==> config.mk <==
export PLATFORM = sky130hd
export DESIGN_NAME = seven_seg_scan_ctrl_flat
export DESIGN_NICKNAME = d
export VERILOG_FILES = /design/src/rtl/seven_seg_scan_ctrl_if.sv /design/src/rtl/seven_seg_scan_ctrl.sv /design/src/flat_wrapper.sv
export SDC_FILE = /design/constraint.sdc
export NUM_CORES = 1
export LEC_CHECK = 0
export CAP_MARGIN = 30
export CORE_MARGIN = 2
export CORE_UTILIZATION = 25
export DETAILED_ROUTE_END_ITERATION = 12
export PLACE_DENSITY = 0.47
export SKIP_CTS_REPAIR_TIMING = 1
export SLEW_MARGIN = 40
export SYNTH_ARGS = -nofsm -noshare
export SYNTH_HDL_FRONTEND = slang
export SYNTH_SLANG_ARGS = --single-unit
==> constraint.sdc <==
create_clock -name clk -period 4.28 [get_ports clk]
set_clock_uncertainty 0.15 [all_clocks]
set_input_delay 0.856 -clock clk [delete_from_list [all_inputs] [get_ports clk]]
set_output_delay 0.856 -clock clk [all_outputs]
set_load 0.01 [all_outputs]
==> src/rtl/seven_seg_scan_ctrl_if.sv <==
// Load port between the value producer and the seven-segment scan controller.
//   load_valid : producer offers a new display value
//   load_ready : controller can accept a value
//   value_in   : BCD nibbles, nibble i is digit i (digit 0 least significant)
//   dp_in      : decimal-point enables, 1 = lit
interface seven_seg_scan_ctrl_if #(
    parameter int NUM_DIGITS = 4
);
    logic                      load_valid;
    logic                      load_ready;
    logic [4*NUM_DIGITS-1:0]   value_in;
    logic [NUM_DIGITS-1:0]     dp_in;

    modport master (output load_valid, output value_in, output dp_in, input load_ready);
    modport slave  (input load_valid, input value_in, input dp_in, output load_ready);
endinterface

==> src/rtl/seven_seg_scan_ctrl.sv <==
// Time-multiplexed scan controller for a common-anode seven-segment display.
// A loaded value sits in a shadow register until the end of the current frame,
// so a frame is never drawn with a mix of old and new digits.
//   clk, rst_n : system clock (rising edge), asynchronous active-low reset
//   load_if    : valid/ready load port (value_in, dp_in)
//   blank_lz   : live leading-zero blanking enable
//   an_n       : digit anode enables, active low
//   seg_n      : segments a..g on bits 0..6, active low
//   dp_n       : decimal point, active low
//
// Scan state (derived from the slot counter):
//   state   | meaning
//   S_GUARD | start of a slot, all anodes off to avoid ghosting
//   S_ON    | anode idx driven with its decoded segments
module seven_seg_scan_ctrl #(
    parameter int NUM_DIGITS   = 4,
    parameter int REFRESH_DIV  = 50000,
    parameter int GUARD_CYCLES = 16
) (
    input  logic                   clk,
    input  logic                   rst_n,
    seven_seg_scan_ctrl_if.slave   load_if,
    input  logic                   blank_lz,
    output logic [NUM_DIGITS-1:0]  an_n,
    output logic [6:0]             seg_n,
    output logic                   dp_n
);
    localparam int CNT_W = (REFRESH_DIV > 1) ? $clog2(REFRESH_DIV) : 1;
    localparam int IDX_W = (NUM_DIGITS > 1) ? $clog2(NUM_DIGITS) : 1;
    localparam logic [CNT_W-1:0] CNT_LAST  = CNT_W'(REFRESH_DIV - 1);
    localparam logic [CNT_W-1:0] GUARD_END = CNT_W'(GUARD_CYCLES);
    localparam logic [IDX_W-1:0] IDX_LAST  = IDX_W'(NUM_DIGITS - 1);

    typedef enum logic {S_GUARD, S_ON} scan_state_e;

    logic [CNT_W-1:0]        cnt_q, cnt_d;
    logic [IDX_W-1:0]        idx_q, idx_d;
    logic [4*NUM_DIGITS-1:0] shadow_val_q, shadow_val_d;
    logic [NUM_DIGITS-1:0]   shadow_dp_q, shadow_dp_d;
    logic [4*NUM_DIGITS-1:0] disp_val_q, disp_val_d;
    logic [NUM_DIGITS-1:0]   disp_dp_q, disp_dp_d;
    logic                    pending_q, pending_d;
    logic                    load_ready_q, load_ready_d;
    logic [NUM_DIGITS-1:0]   an_n_q, an_n_d;
    logic [6:0]              seg_n_q, seg_n_d;
    logic                    dp_n_q, dp_n_d;

    scan_state_e             scan_state;
    logic                    slot_end;
    logic                    frame_end;
    logic                    transfer;
    logic                    zero_run;
    logic [NUM_DIGITS-1:0]   lz_blank;
    logic [3:0]              cur_nib;

    function automatic logic [6:0] decode(input logic [3:0] nib);
        logic [6:0] s;
        case (nib)
            4'd0:    s = 7'b1000000;
            4'd1:    s = 7'b1111001;
            4'd2:    s = 7'b0100100;
            4'd3:    s = 7'b0110000;
            4'd4:    s = 7'b0011001;
            4'd5:    s = 7'b0010010;
            4'd6:    s = 7'b0000010;
            4'd7:    s = 7'b1111000;
            4'd8:    s = 7'b0000000;
            4'd9:    s = 7'b0010000;
            default: s = 7'b1111111;
        endcase
        return s;
    endfunction

    always_comb begin
        slot_end  = (cnt_q == CNT_LAST);
        frame_end = slot_end && (idx_q == IDX_LAST);
        transfer  = load_if.load_valid && load_ready_q;
        scan_state = (GUARD_CYCLES > 0 && cnt_q < GUARD_END) ? S_GUARD : S_ON;

        cnt_d        = slot_end ? '0 : cnt_q + 1'b1;
        idx_d        = idx_q;
        shadow_val_d = shadow_val_q;
        shadow_dp_d  = shadow_dp_q;
        disp_val_d   = disp_val_q;
        disp_dp_d    = disp_dp_q;
        pending_d    = pending_q;

        if (slot_end) begin
            idx_d = (idx_q == IDX_LAST) ? '0 : idx_q + 1'b1;
        end

        // The copy looks at pending_q, so a transfer landing on the frame-end
        // cycle is held in the shadow until the following frame end.
        if (frame_end && pending_q) begin
            disp_val_d = shadow_val_q;
            disp_dp_d  = shadow_dp_q;
            pending_d  = 1'b0;
        end
        // load_ready_q is low whenever pending_q is set, so a transfer never
        // coincides with the copy above.
        if (transfer) begin
            shadow_val_d = load_if.value_in;
            shadow_dp_d  = load_if.dp_in;
            pending_d    = 1'b1;
        end
        load_ready_d = ~pending_d;

        // A digit is a leading zero when it and every digit above it are zero.
        zero_run = 1'b1;
        lz_blank = '0;
        for (int i = NUM_DIGITS - 1; i >= 0; i--) begin
            zero_run    = zero_run && (disp_val_q[4*i +: 4] == 4'd0);
            lz_blank[i] = zero_run && (i != 0);
        end

        cur_nib = disp_val_q[{idx_q, 2'b00} +: 4];

        an_n_d  = '1;
        seg_n_d = 7'h7F;
        dp_n_d  = 1'b1;
        if (scan_state == S_ON) begin
            an_n_d  = ~(NUM_DIGITS'(1) << idx_q);
            seg_n_d = (blank_lz && lz_blank[idx_q]) ? 7'h7F : decode(cur_nib);
            dp_n_d  = ~disp_dp_q[idx_q];
        end
    end

    always_ff @(posedge clk or negedge rst_n) begin
        if (!rst_n) begin
            cnt_q        <= '0;
            idx_q        <= '0;
            shadow_val_q <= '0;
            shadow_dp_q  <= '0;
            disp_val_q   <= '0;
            disp_dp_q    <= '0;
            pending_q    <= 1'b0;
            load_ready_q <= 1'b1;
            an_n_q       <= '1;
            seg_n_q      <= 7'h7F;
            dp_n_q       <= 1'b1;
        end else begin
            cnt_q        <= cnt_d;
            idx_q        <= idx_d;
            shadow_val_q <= shadow_val_d;
            shadow_dp_q  <= shadow_dp_d;
            disp_val_q   <= disp_val_d;
            disp_dp_q    <= disp_dp_d;
            pending_q    <= pending_d;
            load_ready_q <= load_ready_d;
            an_n_q       <= an_n_d;
            seg_n_q      <= seg_n_d;
            dp_n_q       <= dp_n_d;
        end
    end

    assign load_if.load_ready = load_ready_q;
    assign an_n  = an_n_q;
    assign seg_n = seg_n_q;
    assign dp_n  = dp_n_q;
endmodule

==> src/flat_wrapper.sv <==
// flat-port wrapper written by rule: the top's interface ports become plain ports
module seven_seg_scan_ctrl_flat 
#(
    parameter int NUM_DIGITS   = 4,
    parameter int REFRESH_DIV  = 50000,
    parameter int GUARD_CYCLES = 16
)
  (clk, rst_n, blank_lz, an_n, seg_n, dp_n, load_if_load_valid, load_if_value_in, load_if_dp_in, load_if_load_ready);
  seven_seg_scan_ctrl_if #(.NUM_DIGITS(NUM_DIGITS)) load_if_i ();
  input  logic clk;
  input  logic rst_n;
  input  logic blank_lz;
  output logic [NUM_DIGITS-1:0] an_n;
  output logic [6:0] seg_n;
  output logic dp_n;
  input wire logic [$bits(load_if_i.load_valid)-1:0] load_if_load_valid;
  input wire logic [$bits(load_if_i.value_in)-1:0] load_if_value_in;
  input wire logic [$bits(load_if_i.dp_in)-1:0] load_if_dp_in;
  output wire logic [$bits(load_if_i.load_ready)-1:0] load_if_load_ready;
  assign load_if_i.load_valid = load_if_load_valid;
  assign load_if_i.value_in = load_if_value_in;
  assign load_if_i.dp_in = load_if_dp_in;
  assign load_if_load_ready = load_if_i.load_ready;
  seven_seg_scan_ctrl #(.NUM_DIGITS(NUM_DIGITS), .REFRESH_DIV(REFRESH_DIV), .GUARD_CYCLES(GUARD_CYCLES)) u_core (.clk(clk), .rst_n(rst_n), .load_if(load_if_i), .blank_lz(blank_lz), .an_n(an_n), .seg_n(seg_n), .dp_n(dp_n));
endmodule
Yosys cells after proc, flatten, opt, wreduce, memory -nomap -nowiden
Memory sizes are Yosys's and may differ from the RTL's.
Index checks and enable logic that the tools add are counted.
{"block": "classes", "n_bitwise": 3, "order_cmp": 2, "n_mux": 12, "addsub": 2, "eq_ne": 2, "shift": 2, "reduce_logical": 9}
{"operator": "adder 16 x 1 -> 16 bit (second input constant)", "count": 1}
{"operator": "equality test 16 bit (second input constant)", "count": 1}
{"operator": "less-than comparator 16 x 5 -> 1 bit (second input constant)", "count": 1}
{"operator": "2-to-1 mux 16 bit", "count": 1}
{"operator": "indexed part select 16 x 5 -> 4 bit", "count": 1}
{"operator": "2-to-1 mux 7 bit", "count": 2}
{"operator": "logical NOT 4 bit", "count": 3}
{"operator": "logical AND 1 bit", "count": 6}
{"operator": "2-to-1 mux 1 bit", "count": 5}
{"operator": "binary-select mux 1 bit (select 2 bit)", "count": 2}
{"operator": "2-to-1 mux 4 bit", "count": 1}
{"operator": "NOT 4 bit", "count": 1}
{"operator": "left shift 1 x 2 -> 4 bit (first input constant)", "count": 1}
{"operator": "less-than comparator 2 x 3 -> 1 bit (second input constant)", "count": 1}
{"operator": "adder 2 x 1 -> 2 bit (second input constant)", "count": 1}
{"operator": "equality test 2 bit (second input constant)", "count": 1}
{"operator": "2-to-1 mux 2 bit", "count": 1}
{"operator": "NOT 1 bit", "count": 2}
{"block": "word_totals", "mem_bits_ro": 112, "reg_bits": 72, "in_bits": 24, "word_cells": 44, "output_inout_bits": 13, "mem_count": 1}
{"memory": "(name not given)", "depth": 16, "width": 7, "read_ports": 1, "rd_ports_with_merged_regs": 0, "write_ports": 0, "line": "seven_seg_scan_ctrl.sv:58", "text": "case (nib)"}

Depth between registers and ports, before layout
Gate-level depths: netlist of run 1.
{"block": "depth", "ltp_word": 8, "mapped_depth": 8, "ltp_nobuf": 7}

Worst setup path after synthesis of run 1
OpenSTA, ideal clock, no wires.
{"block": "synth_path", "path_kind": "flip-flop to flip-flop", "startpoint": "register u_core.cnt_q[13]", "endpoint": "register u_core.disp_dp_q[0]", "arrival_ps": 1801, "setup_ps": 125, "slack_ps": 2204, "path_buffers": 1, "t_required_ps": 4005, "period_less_slack_ps": 2076, "stages_incl_launch_ff": 6, "path_cell_list": "dfrtp_1 -> or4_4 -> nor4_4 -> nand4_2 -> buf_6 -> mux2_4"}
{"block": "synth_between", "elab_chain_cells": 3}
{"element": "start: declaration", "line": "seven_seg_scan_ctrl.sv:36", "text": "logic [CNT_W-1:0] cnt_q, cnt_d;"}
{"element": "start signal: assignment", "line": "seven_seg_scan_ctrl.sv:142", "text": "cnt_q <= cnt_d;"}
{"element": "equality test 16 bit", "line": "seven_seg_scan_ctrl.sv:75", "text": "slot_end = (cnt_q == CNT_LAST);"}
{"element": "logical AND 1 bit", "line": "seven_seg_scan_ctrl.sv:76", "text": "frame_end = slot_end && (idx_q == IDX_LAST);"}
{"element": "logical AND 1 bit", "line": "seven_seg_scan_ctrl.sv:94", "text": "if (frame_end && pending_q) begin"}
{"element": "end signal: assignment", "line": "seven_seg_scan_ctrl.sv:147", "text": "disp_dp_q <= disp_dp_d;"}
{"element": "end: declaration", "line": "seven_seg_scan_ctrl.sv:41", "text": "logic [NUM_DIGITS-1:0] disp_dp_q, disp_dp_d;"}
Every way passes these cells.
A chain may end at the register's enable or synchronous reset.

Final worst setup path of run 1
{"block": "layout_path", "startpoint": "register u_core.cnt_q[13]", "endpoint": "register u_core.disp_val_q[7]"}
{"block": "layout_between", "elab_chain_cells": 3}
{"element": "equality test 16 bit", "line": "seven_seg_scan_ctrl.sv:75"}
{"element": "logical AND 1 bit", "line": "seven_seg_scan_ctrl.sv:76"}
{"element": "logical AND 1 bit", "line": "seven_seg_scan_ctrl.sv:94"}
{"element": "end signal: assignment", "line": "seven_seg_scan_ctrl.sv:146", "text": "disp_val_q <= disp_val_d;"}
{"element": "end: declaration", "line": "seven_seg_scan_ctrl.sv:40", "text": "logic [4*NUM_DIGITS-1:0] disp_val_q, disp_val_d;"}
Every way passes these cells.

==> results summary, run 1 <==
The final layout contains routed wiring with a total length of approximately 6.2 mm. In the synthesized netlist the async set-or-reset flop fraction comes to 1.000. The setup slack of the worst register-to-register path came out at roughly 1.7 ns.

The maximum number of pins on one net before global-route repair is 40. The detail-routed via count per cell is 4.247. The type of the tightest min-delay check is reg -> reg. The initial core utilization came out at 0.2582. The most common flop cell mapped by yosys is sky130_fd_sc_hd__dfrtp_1. The count of synthesis-stage warnings from yosys came out at 0. The slowest stage of the critical path is the sky130_fd_sc_hd__or4_4 cell. The worst register-to-register path begins at u_core.cnt_q[13]. The leakage power came out at roughly 1.8 nW.

The horizontal die dimension came out at 118.9 um. The worst path required time came out at 4.34 ns. The most common cell after layout, fill and taps aside is sky130_fd_sc_hd__dfrtp_1. The net switching power figure came out at between 300 and 400 uW.

After the last flow step, the layout net total stands at approximately 320. Across the run, the number of max-cap violations was 0. The power per standard cell area is roughly 390 mW/mm^2. In this run the tightest slew margin relative to its limit is 0.5551.

The part of the total power dissipated in the clock network came out at 0.452. The number of buffers between clock root and the deepest sink is 2. The clock-pin transition on the worst setup and hold timing paths came out at 0.06 ns.

The share of total power dissipated in sequential elements is 0.485. The first TritonRoute pass finished after 4 iterations. The number of instances in the synthesized netlist came out at 245. Setup repair after global routing left no endpoint under its margin.

The via count of the first global-routing pass came out at 1983. The minimum clock period came out at 2.554 ns. TritonCTS built the clock tree. The run finished with clean final reports. The number of buffers created by CTS came out at 9. The number of buffers and inverters on the critical path is 0. The critical path launch point type is a flop. Across every metal layer, demand over resource in global routing totals 0.09701. The HPWL after detailed placement is 4.407 mm. The synthesized area is 0.003298 sq mm.

The multi-input gate area in the final layout is ~0.0014 sq mm. The number of port buffers is 36. The depth of the worst register-to-register path is 4. In the final layout, flip-flops and latches occupy around 0.0018 sq mm. Of the available clock period, the critical path in the final layout requires 0.5968. The total nets after synthesis came out at around 280. The sequential element share of the synthesized area is 0.5512.

The pin slew with the least headroom to its limit came out at between 0.6 and 0.7 ns. On the worst path, the slowest cell contributes a delay of around 0.56 ns. After the first detailed-routing iteration, the DRC count stood at 85. The sort of element at the end of the critical path is a flop.

The post-synthesis register bit count is 72. The worst-case IR drop observed on VDD is ~0.15 mV. The number of enable flip-flop cells after synthesis is 0. The top achievable clock speed came out at 0.3915 GHz. The arrival time of data at the critical path endpoint is 2.62 ns. The total congestion overflow after global routing is 0. The clock insertion delay at the later pin of the skew report came out at 0.33 ns. The critical path class is reg -> reg. The die is ~120 um tall.

In this run the worst setup path terminates at u_core.disp_val_q[7]. Counting the fill cells in the layout gives 1274. The most critical setup path has its startpoint at u_core.cnt_q[13]. Of the cells placed in the final design, the portion with a size suffix greater than 1 is 0.2768. Among cell families on the critical path, the largest total delay comes from simple AND/OR/NAND/NOR gates. The final routed DRC violation total is 0. The die footprint is 0.01413 sq mm. CTS built an H-tree with a depth of 3. The tree is rooted in a sky130_fd_sc_hd__clkbuf_16. The number of placement rows came out at 41. The count of antenna diodes in the layout is 0. The signed area change from the synthesized netlist to the final layout is 25.15%. The library cells used most frequently in the layout, excluding fill and tap cells, are sky130_fd_sc_hd__dfrtp_1, sky130_fd_sc_hd__clkdlybuf4s50_1, sky130_fd_sc_hd__mux2_2, sky130_fd_sc_hd__mux2_4, sky130_fd_sc_hd__dfstp_2. The worst register-to-register path ends at u_core.disp_val_q[7]. The final hold slack is around 0.30 ns.

The total vias in the final route came out at roughly 2000. The congestion estimate from routability-driven global placement came to roughly 0.7. The count of different cell masters after synthesis is 39. The initial antenna violation count is 0. The count of boundary I/O pins came out at 37.

The post-detailed-route count of antenna-violating nets is 0. The share of power burned in combinational logic is 0.062. The core region is roughly 0.013 sq mm. The max-slew violation count came out at 0. The post-synthesis average cell area came out at around 13 sq um.

The switching power share of the total came out at 0.2125. The final number of setup-violating endpoints came out at 0. The signal on the critical path passes through or4_4 -> nor4_4 -> nand4_4 -> mux2_4. In this run the number of cells on the critical path is 4. The TritonCTS sink count is 72. The internal power contribution came out at 1.258 mW. The hold violation total from the final report came to 0.

The total negative setup slack is 0 ns. The average detailed-routed wire length per instance is 13.46 um. The largest fanout on the critical path is 20. The wire length of the first global-routing pass is 10.59 mm.
==> cells by family (layout without fill, tap and decap cells) <==
family / Yosys count / count (layout) / share of synthesized area
fa+ha+maj: 10 / 10 / 0.03794
flops: 72 / 72 / 0.5512
buf+inv: 18 / 62 / 0.02617
xor+xnor: 12 / 12 / 0.03187
mux: 49 / 49 / 0.2060
simple gates: 60 / 60 / 0.1005
compound gates: 24 / 24 / 0.04629
==> cells in the mapped netlist (2+ instances only) <==
master,number,area [sq um]
sky130_fd_sc_hd__and3_1,4,25.02
sky130_fd_sc_hd__nand4_1,2,12.51
sky130_fd_sc_hd__nor2b_1,2,12.51
sky130_fd_sc_hd__xnor2_1,5,43.79
sky130_fd_sc_hd__o211ai_1,5,37.54
sky130_fd_sc_hd__clkbuf_1,4,15.01
sky130_fd_sc_hd__nor2_1,12,45.04
sky130_fd_sc_hd__xor2_1,7,61.31
sky130_fd_sc_hd__buf_2,3,15.01
sky130_fd_sc_hd__dfstp_2,13,341.6
sky130_fd_sc_hd__nor3_1,3,15.01
sky130_fd_sc_hd__nor4_1,4,25.02
sky130_fd_sc_hd__mux2i_1,3,30.03
sky130_fd_sc_hd__mux2_2,21,236.5
sky130_fd_sc_hd__mux2_4,20,300.3
sky130_fd_sc_hd__mux4_2,5,112.6
sky130_fd_sc_hd__o221ai_1,2,17.52
sky130_fd_sc_hd__buf_6,2,22.52
sky130_fd_sc_hd__nand2_1,12,45.04
sky130_fd_sc_hd__o21ai_0,8,40.04
sky130_fd_sc_hd__ha_1,10,125.1
sky130_fd_sc_hd__a21oi_1,5,25.02
sky130_fd_sc_hd__inv_1,9,33.78
sky130_fd_sc_hd__dfrtp_1,59,1476
sky130_fd_sc_hd__nand3_1,11,55.05
==> how the worst min path moves through the flow <==
| stage | slack (ns) | startpoint | cells after the start | to |
|---|---|---|---|---|
| floorplan | 0.28 | u_core.cnt_q[0] | 1 | u_core.cnt_q[0] |
| global placement | 0.29 | u_core.cnt_q[0] | 1 | u_core.cnt_q[0] |
| detailed placement | 0.30 | u_core.cnt_q[0] | 1 | u_core.cnt_q[0] |
| CTS | 0.30 | u_core.cnt_q[0] | 1 | u_core.cnt_q[0] |
| global route | 0.32 | u_core.cnt_q[0] | 1 | u_core.cnt_q[0] |
| finish | 0.30 | u_core.cnt_q[0] | 1 | u_core.cnt_q[0] |
==> final cells by class <==
class / count / area share
flip-flops and latches: 72 / 0.4404
multi-input cells: 155 / 0.3404
repair buffers: 37 / 0.08851
clock buffers: 11 / 0.05638
well taps: 172 / 0.05214
clock inverters: 5 / 0.01394
inverters: 9 / 0.008184
==> flip-flops by register name, indices dropped and copies added, names as in the netlist <==
name                       flops
u_core.cnt_q                  16
u_core.disp_val_q             16
u_core.shadow_val_q           16
u_core.seg_n                   7
u_core.an_n                    4
u_core.disp_dp_q               4
u_core.shadow_dp_q             4
u_core.idx_q                   2
u_core.dp_n                    1
u_core.load_if.load_ready      1
u_core.pending_q               1
==> routing by layer <==
| layer | global-route usage | share of wire | vias up |
|---|---|---|---|
| met4 | 0.04762 | 0.020 | 0 |
| met2 | 0.1343 | 0.43 | 41 |
| met1 | 0.1355 | 0.51 | 952 |
| li1 | - | - | 957 |
| met3 | 0.03113 | 0.044 | 8 |
| met5 | 0 | 0 | - |
==> power groups by stage <==
stage / Sequential [mW] / Clock, mW / Combinational [mW]
floorplan: 0.773 / 0 / 0.0596
CTS: 0.777 / 0.748 / 0.103
global route: 0.783 / 0.780 / 0.111
global placement: 0.787 / 0 / 0.100
detailed placement: 0.789 / 0 / 0.103
finish: 0.775 / 0.723 / 0.0998
==> metrics by stage <==
step	instances	util	power, mW	setup WS [ns]	instance area [sq um]
after floorplan	245	-	0.8331	2.204	3298
after global placement	445	0.2993	0.8870	1.410	3824
after detailed placement	445	0.3004	0.8918	1.725	3837
after CTS	461	0.3231	1.628	1.714	4128
after global routing	461	0.3231	1.675	1.592	4128
final	461	0.3231	1.598	1.726	4128
(Power assumes the default switching activity.)
==> run 2, diff against run 1 <==
--- a/config.mk
+++ b/config.mk
@@ -9,7 +9,7 @@
 export CORE_MARGIN = 2
 export CORE_UTILIZATION = 25
 export DETAILED_ROUTE_END_ITERATION = 12
-export PLACE_DENSITY = 0.47
+export PLACE_DENSITY = 0.48
 export SKIP_CTS_REPAIR_TIMING = 1
 export SLEW_MARGIN = 40
 export SYNTH_ARGS = -nofsm -noshare
==> constraint.sdc (replaced) <==
create_clock -name clk -period 2.19 [get_ports clk]
set_clock_uncertainty 0.15 [all_clocks]
set_input_delay 0.438 -clock clk [delete_from_list [all_inputs] [get_ports clk]]
set_output_delay 0.438 -clock clk [all_outputs]
set_load 0.01 [all_outputs]
==> run 2 against run 1 <==
Net effect:
- die area did not move
- combinational power rose by 110%
- wire length increased by 3.2%
- highest routed layer unchanged
- maximum frequency increased by 22%
- flip-flop and latch count unchanged
- global-route usage up 0.24 points
- core utilization increased by 1.4 points
- total power up 110%
- critical path depth grew 1
- largest cell class unchanged
- sequential power is 95% higher
==> results summary, run 2 (same netlist as run 1, synthesis figures left out) <==
The area of the core region was 0.01277 sq mm (unchanged). STA classifies the critical path startpoint as a flop. The critical path is of the reg -> reg type.

The core utilization of the finished layout is 0.3374 (+0.01430). The minimum clock period came out at 2.097 ns (-0.4575 ns). The power per standard cell area was 769.1 mW/mm^2 (+99%).

The half-perimeter wire length of the detailed placement result is 4.663 mm (+5.8%). The top achievable clock speed is 0.4770 GHz (+22%). The height of the die came out at 118.9 um (unchanged). The clock root buffer master is sky130_fd_sc_hd__clkbuf_16. The max-slew violation count is 0 (unchanged). The maximum number of pins on one net before global-route repair came out at 41 (+2.5%). The maximum single-stage delay on the critical path came out at 0.54 ns (-0.02 ns). The clock tree from TritonCTS is done. The initial antenna violation count is 0 (unchanged). The final weighted congestion in routability-driven placement is 0.7822 (+9.2%). The total wirelength of the detailed-routed design came out at 6.404 mm (+3.2%). The global routing met3 resource utilization came out at 0.02778 (-0.003352). The fill cell total of the finished layout is 1268 (-0.47%).

The clock-pin transition on the worst setup and hold timing paths came out at 0.06 ns (about the same). The share of power burned in combinational logic came to 0.062 (about the same). The net switching power figure came out at 717.3 uW (+110%). The post-detailed-route count of antenna-violating nets came out at 0 (unchanged). The final cell area excluding filler cells came out at 0.004310 sq mm (+4.4%). The final critical-path setup slack was 0.09338 ns (-1.633 ns). The signed area change from the synthesized netlist to the final layout came out at 30.69%. The power share of the sequential group is 0.456 (-0.029). The overall track demand over capacity in global routing came out at 0.09941 (+0.002394). After global routing, the most crowded layer is met2. The max-cap violation count came out at 0 (unchanged). The hold violation total from the final report is 0 (unchanged). The total vias in the final route came out at 2033 (+3.8%). The multi-input gate area in the final layout is 0.001394 sq mm (-0.80%). The count of boundary I/O pins is 37 (unchanged).

The minimum setup slack after placement came out at 0.07374 ns (-1.651 ns). In the final layout, the registers with the most flip-flops are u_core.cnt_q: 16 flops, u_core.disp_val_q: 16 flops, u_core.shadow_val_q: 16 flops. The number of port buffers is 36 (unchanged).

The detail-routed via count per cell was 4.262 (+0.35%). The internal power contribution is 2.598 mW (+110%). The tightest min-delay check is of the reg -> reg type.

The initial core utilization is 0.2582 (unchanged). The register area was 0.001819 sq mm (about the same). The TritonCTS sink count is 72 (unchanged). The final routed DRC violation total is 0 (unchanged). The total negative setup slack is 0 ns (unchanged).

The leakage power is 1.916 nW (+7.0%). The switching power share of the total is 0.2164 (+0.003903). The count of nets after finishing came to 334 (+5.0%). The worst path required time is 2.24 ns (-2.10 ns). The flow ran to the end, and the final reports show no timing, DRC or antenna violations. The total congestion overflow after global routing came to 0 (unchanged). The final number of setup-violating endpoints is 0 (unchanged). The relative max-transition margin is 0.5748 (+0.01973). The met2 routing resource usage after global routing is 0.1458 (+0.01149). The number of placement rows came out at 41 (unchanged). The met1 demand-to-capacity share in global routing is 0.1436 (+0.008092). The number of buffers created by CTS came out at 9 (unchanged). The count of antenna diodes in the layout came out at 0 (unchanged).

For this design, the slowest cell found on the critical path is sky130_fd_sc_hd__or4_4. In the layout the commonest cells are sky130_fd_sc_hd__dfrtp_1, sky130_fd_sc_hd__clkdlybuf4s50_1, sky130_fd_sc_hd__mux2_2, sky130_fd_sc_hd__mux2_4. The average detailed-routed wire length per instance was 13.43 um (-0.29%). The final hold slack is 0.3136 ns (+0.008901 ns).

The placed instance area came to 0.003974 sq mm (+3.6%). The die footprint was 0.01413 sq mm (unchanged). Setup repair after global routing left no endpoint under its margin.

The wire length of the first global-routing pass came out at 11.33 mm (+7.0%). The clock insertion delay at the later pin of the skew report is 0.32 ns (about the same). The peak ir drop on the vdd network came out at 0.3386 mV (+130%).

The H-tree depth came out at 3 (unchanged). The largest fanout on the critical path came to 19 (-5.0%). The arrival time of data at the critical path endpoint came out at 2.15 ns (-0.47 ns). The worst setup path is captured at a flop. The horizontal die dimension is 118.9 um (unchanged). The via count of the first global-routing pass is 2159 (+8.9%). The number of detailed-routing iterations run before antenna repair was 5 (+1).

The violation count after the first detailed-route iteration is 55 (-35%). The part of the total power dissipated in the clock network is 0.482 (+0.030). The critical path goes through or4_4 -> nor4_4 -> nand4_2 -> buf_12 -> mux2_4. The post-route fraction of the period consumed by the critical path is 0.9574 (+0.3606). The pin slew with the least headroom to its limit is 0.6353 ns (-0.02695 ns). The fraction of final layout cells sized beyond drive strength 1 is 0.3213 (+0.04449). The setup slack of the worst register-to-register path was 0.09 ns (-1.63 ns). The number of buffers between clock root and the deepest sink came to 2 (unchanged).

The most common cell after layout, fill and taps aside is sky130_fd_sc_hd__dfrtp_1.
==> run 2: changes by cell type in the layout (fill, tap and decap cells not counted), sizes merged <==
cell	delta
clkbuf	-2
buf	+15
dlygate4sd3	+1
clkinv	-1
clkinvlp	-2
inv	+4
bufinv	+1
==> run 2: cell type report <==
cell class                      instances  share of cell area
Clock buffer                            9             0.05225
Clock inverter                          7             0.02322
Inverter                                9            0.007837
Multi-Input combinational cell        155              0.3234
Sequential cell                        72              0.4221
Tap cell                              172             0.04993
Timing Repair Buffer                   53              0.1213
==> run 2: stage by stage <==
step                total power [mW]  instances
finish                         3.315        477
detailed placement             1.750        460
floorplan                      1.628        245
CTS                            3.370        476
global route                   3.475        477
global placement               1.743        460
==> run 2: power groups by stage <==
| stage | combinational (mW) | sequential, mW | clock [mW] |
|---|---|---|---|
| finish | 0.205 | 1.51 | 1.60 |
| global route | 0.233 | 1.53 | 1.71 |
| CTS | 0.210 | 1.52 | 1.64 |
| detailed placement | 0.210 | 1.54 | 0 |
| global placement | 0.204 | 1.54 | 0 |
| floorplan | 0.117 | 1.51 | 0 |
==> run 2: per-layer routing <==
metal	routed length, um	share of wire	vias to the layer above
li1	-	-	988
met2	2826	0.44	33
met3	182	0.028	5
met5	0	0	-
met4	70	0.011	0
met1	3324	0.52	1007
==> run 2: final timing paths <==
kind | from | to | cells past startpoint
worst min register to register | u_core.cnt_q[0] | u_core.cnt_q[0] | 1
worst max-delay path | u_core.cnt_q[13] | u_core.disp_dp_q[3] | 5
max in group asynchronous | rst_n | u_core.load_if.load_ready | 3
min in group asynchronous | rst_n | u_core.shadow_dp_q[3] | 2
worst min-delay path | u_core.cnt_q[0] | u_core.cnt_q[0] | 1
worst max register to register | u_core.cnt_q[13] | u_core.disp_dp_q[3] | 5
==> run 2: worst max-delay path: cells and delay by family (launching register included) <==
| kind | cells | cell delay (ns) |
|---|---|---|
| buffers and inverters | 1 | 0.20 |
| flip-flops | 1 | 0.38 |
| multiplexers | 1 | 0.30 |
| AND/OR/NAND/NOR | 3 | 0.93 |
==> run 3, diff against run 2 <==
--- a/config.mk
+++ b/config.mk
@@ -7,9 +7,9 @@
 export LEC_CHECK = 0
 export CAP_MARGIN = 30
 export CORE_MARGIN = 2
-export CORE_UTILIZATION = 25
+export CORE_UTILIZATION = 50
 export DETAILED_ROUTE_END_ITERATION = 12
-export PLACE_DENSITY = 0.48
+export PLACE_DENSITY = 0.78
 export SKIP_CTS_REPAIR_TIMING = 1
 export SLEW_MARGIN = 40
 export SYNTH_ARGS = -nofsm -noshare
==> run 3 against run 2 <==
Net effect:
- total power down 10%
- count of clock-buffer cells in the layout up 2
- die area down 49%
- final cell count down 21%
- wire length down 14%
- hold slack worse by 0.0030 ns
- non-clock buffer count down 4
- core utilization up 31 points
==> results summary, run 3 (same netlist as run 1, synthesis figures left out) <==
The final weighted congestion in routability-driven placement came to 0.8282 (+5.9%). The max-cap violation count came out at 0 (unchanged). The placed instance area is 0.003825 sq mm (-3.7%). The path class of the tightest hold or removal check is reg -> reg.

The clock insertion delay at the later pin of the skew report came out at 0.34 ns (+0.02 ns). The number of port buffers came to 36 (unchanged). The setup slack of the worst register-to-register path is 0.1 ns (about the same).

The startpoint of the worst register-to-register path is u_core.cnt_q[7]. The height of the die is 85.22 um (-28%). The initial antenna violation count is 0 (unchanged).

The path with the worst hold slack has its endpoint at u_core.cnt_q[0]. The fill cell total of the finished layout came out at 462 (-64%). The power per standard cell area came out at 728.4 mW/mm^2 (-5.3%). The worst setup path is launched from a flop. The clock-pin transition on the worst setup and hold timing paths is 0.07 ns (about the same).

The critical path is of the reg -> reg type. The final routed DRC violation total was 0 (unchanged). The wire length of the first global-routing pass was 9.680 mm (-15%). The depth of the worst register-to-register path is 5 (unchanged). The peak ir drop on the vdd network is 0.5671 mV (+67%). The number of buffers created by CTS came to 9 (unchanged). The pin slew with the least headroom to its limit came out at 0.3954 ns (-0.2399 ns). The signed area change from the synthesized netlist to the final layout is 23.75%. The worst hold path startpoint is u_core.cnt_q[0]. The hold violation total from the final report came out at 0 (unchanged). The sort of element at the end of the critical path is a flop. The total wirelength of the detailed-routed design came out at 5.537 mm (-14%). The half-perimeter wire length of the detailed placement result came out at 3.883 mm (-17%). The total design power was 2.973 mW (-10%). The H-tree depth came out at 3 (unchanged). The average detailed-routed wire length per instance is 14.65 um (+9.1%). TritonCTS built the clock tree. The total negative setup slack came out at 0 ns (unchanged). The hold-critical path depth came out at 1 (unchanged). The final number of setup-violating endpoints was 0 (unchanged). The TritonCTS sink count is 72 (unchanged). The total congestion overflow after global routing came out at 0 (unchanged). The count of antenna diodes in the layout was 0 (unchanged). The number of buffers between clock root and the deepest sink was 2 (unchanged). The final cell area excluding filler cells is 0.004081 sq mm (-5.3%).

The horizontal die dimension is 85.22 um (-28%). The max-slew violation count is 0 (unchanged). In the layout the commonest cells are sky130_fd_sc_hd__dfrtp_1, sky130_fd_sc_hd__clkdlybuf4s50_1, sky130_fd_sc_hd__mux2_2, sky130_fd_sc_hd__mux2_4, sky130_fd_sc_hd__dfstp_2. The post-detailed-route count of antenna-violating nets came to 0 (unchanged). The fraction of final layout cells sized beyond drive strength 1 came out at 0.3090 (-0.01234).

The number of placement rows came out at 29 (-29%). The endpoint identified for the worst register-to-register timing path is u_core.disp_val_q[0]. The flow ran to the end, and the final reports show no timing, DRC or antenna violations. The maximum number of pins on one net before global-route repair came out at 73 (+78%). The violation count after the first detailed-route iteration came out at 86 (+56%). The core utilization of the finished layout came out at 0.6428 (+0.3053). The register area is 0.001819 sq mm (unchanged). The leakage power was 1.858 nW (-3.0%). The overall track demand over capacity in global routing is 0.1728 (+0.07339).

The area of the core region was 0.006350 sq mm (-50%). The minimum clock period came out at 2.090 ns (-0.006277 ns). The relative max-transition margin is 0.7340 (+0.1592). The die footprint came out at 0.007262 sq mm (-49%).

The largest registers in the layout are u_core.cnt_q: 16 flops, u_core.disp_val_q: 16 flops, u_core.shadow_val_q: 16 flops. The detail-routed via count per cell came out at 5.415 (+27%). The count of boundary I/O pins came out at 37 (unchanged). The total vias in the final route is 2047 (+0.69%).

The count of nets after finishing is 330 (-1.2%). The arrival time of data at the critical path endpoint came to 2.16 ns (about the same). The root buffer cell chosen for the clock tree is sky130_fd_sc_hd__clkbuf_8. The worst path required time came out at 2.26 ns (+0.02 ns).

The initial core utilization came out at 0.5194 (+0.2612). The largest fanout on the critical path is 20 (+1). The top achievable clock speed was 0.4784 GHz (+0.30%). Setup repair after global routing left no endpoint under its margin.

The via count of the first global-routing pass came out at 2067 (-4.3%). The number of detailed-routing iterations run before antenna repair is 6 (+1). The post-route fraction of the period consumed by the critical path came out at 0.9545 (-0.002866). Leaving out fill and tap cells, the most frequent cell in the layout is sky130_fd_sc_hd__dfrtp_1. The multi-input gate area in the final layout is 0.001394 sq mm (unchanged).
-- run 3: cell types whose count changed in the layout (fill, tap and decap cells not counted) --
cell	before	now
sky130_fd_sc_hd__inv_6	4	0
sky130_fd_sc_hd__clkbuf_16	9	0
sky130_fd_sc_hd__buf_4	13	9
sky130_fd_sc_hd__clkbuf_1	0	1
sky130_fd_sc_hd__clkinv_4	0	1
sky130_fd_sc_hd__clkbuf_8	0	10
sky130_fd_sc_hd__bufinv_16	2	3
-- run 3: power breakdown --
group	switching (mW)	internal [mW]
clock	0.476	0.788
combinational	0.0657	0.137
sequential	0.0592	1.45
total	0.601	2.37
-- run 3: worst max path at each step --
stage                     slack (ns)                    to             start  cells past startpoint
after floorplan                 0.11   u_core.disp_dp_q[0]  u_core.cnt_q[13]                      5
after global placement          0.14       u_core.seg_n[0]   u_core.idx_q[0]                      5
after detailed placement        0.08       u_core.seg_n[0]   u_core.idx_q[0]                      5
after CTS                       0.06       u_core.seg_n[0]   u_core.idx_q[0]                      5
after global routing           0.008  u_core.disp_val_q[5]   u_core.cnt_q[7]                      5
final                            0.1  u_core.disp_val_q[0]   u_core.cnt_q[7]                      5
-- run 3: stage by stage --
stage / hold slack [ns] / instances / setup slack (ns)
floorplan: -0.007591 / 245 / 0.1140
global placement: 0.2888 / 361 / 0.1413
detailed placement: 0.3050 / 361 / 0.07896
CTS: -0.03901 / 377 / 0.06006
global route: 0.3436 / 378 / 0.008438
finish: 0.3106 / 378 / 0.09966
-- run 3: final cells by class --
cell class	count	area share
Clock buffer	11	0.03464
Timing Repair Buffer	49	0.1208
Clock inverter	5	0.02544
Inverter	9	0.008277
Multi-Input combinational cell	155	0.3415
Sequential cell	72	0.4457
Tap cell	77	0.02361
-- run 3: critical path: stages, from the launching register on --
cell and delay (ns):
sky130_fd_sc_hd__dfrtp_1 0.41, sky130_fd_sc_hd__or4_4 0.53, sky130_fd_sc_hd__nor4_4 0.20, sky130_fd_sc_hd__nand4_2 0.16
sky130_fd_sc_hd__buf_12 0.20, sky130_fd_sc_hd__mux2_4 0.31
-- run 3: per-layer routing --
metal,vias to the layer above,part of all wire,track usage
li1,978,-,-
met1,1005,0.47,0.2323
met2,55,0.46,0.2536
met3,9,0.046,0.05642
met4,0,0.018,0.08514
met5,-,0,0
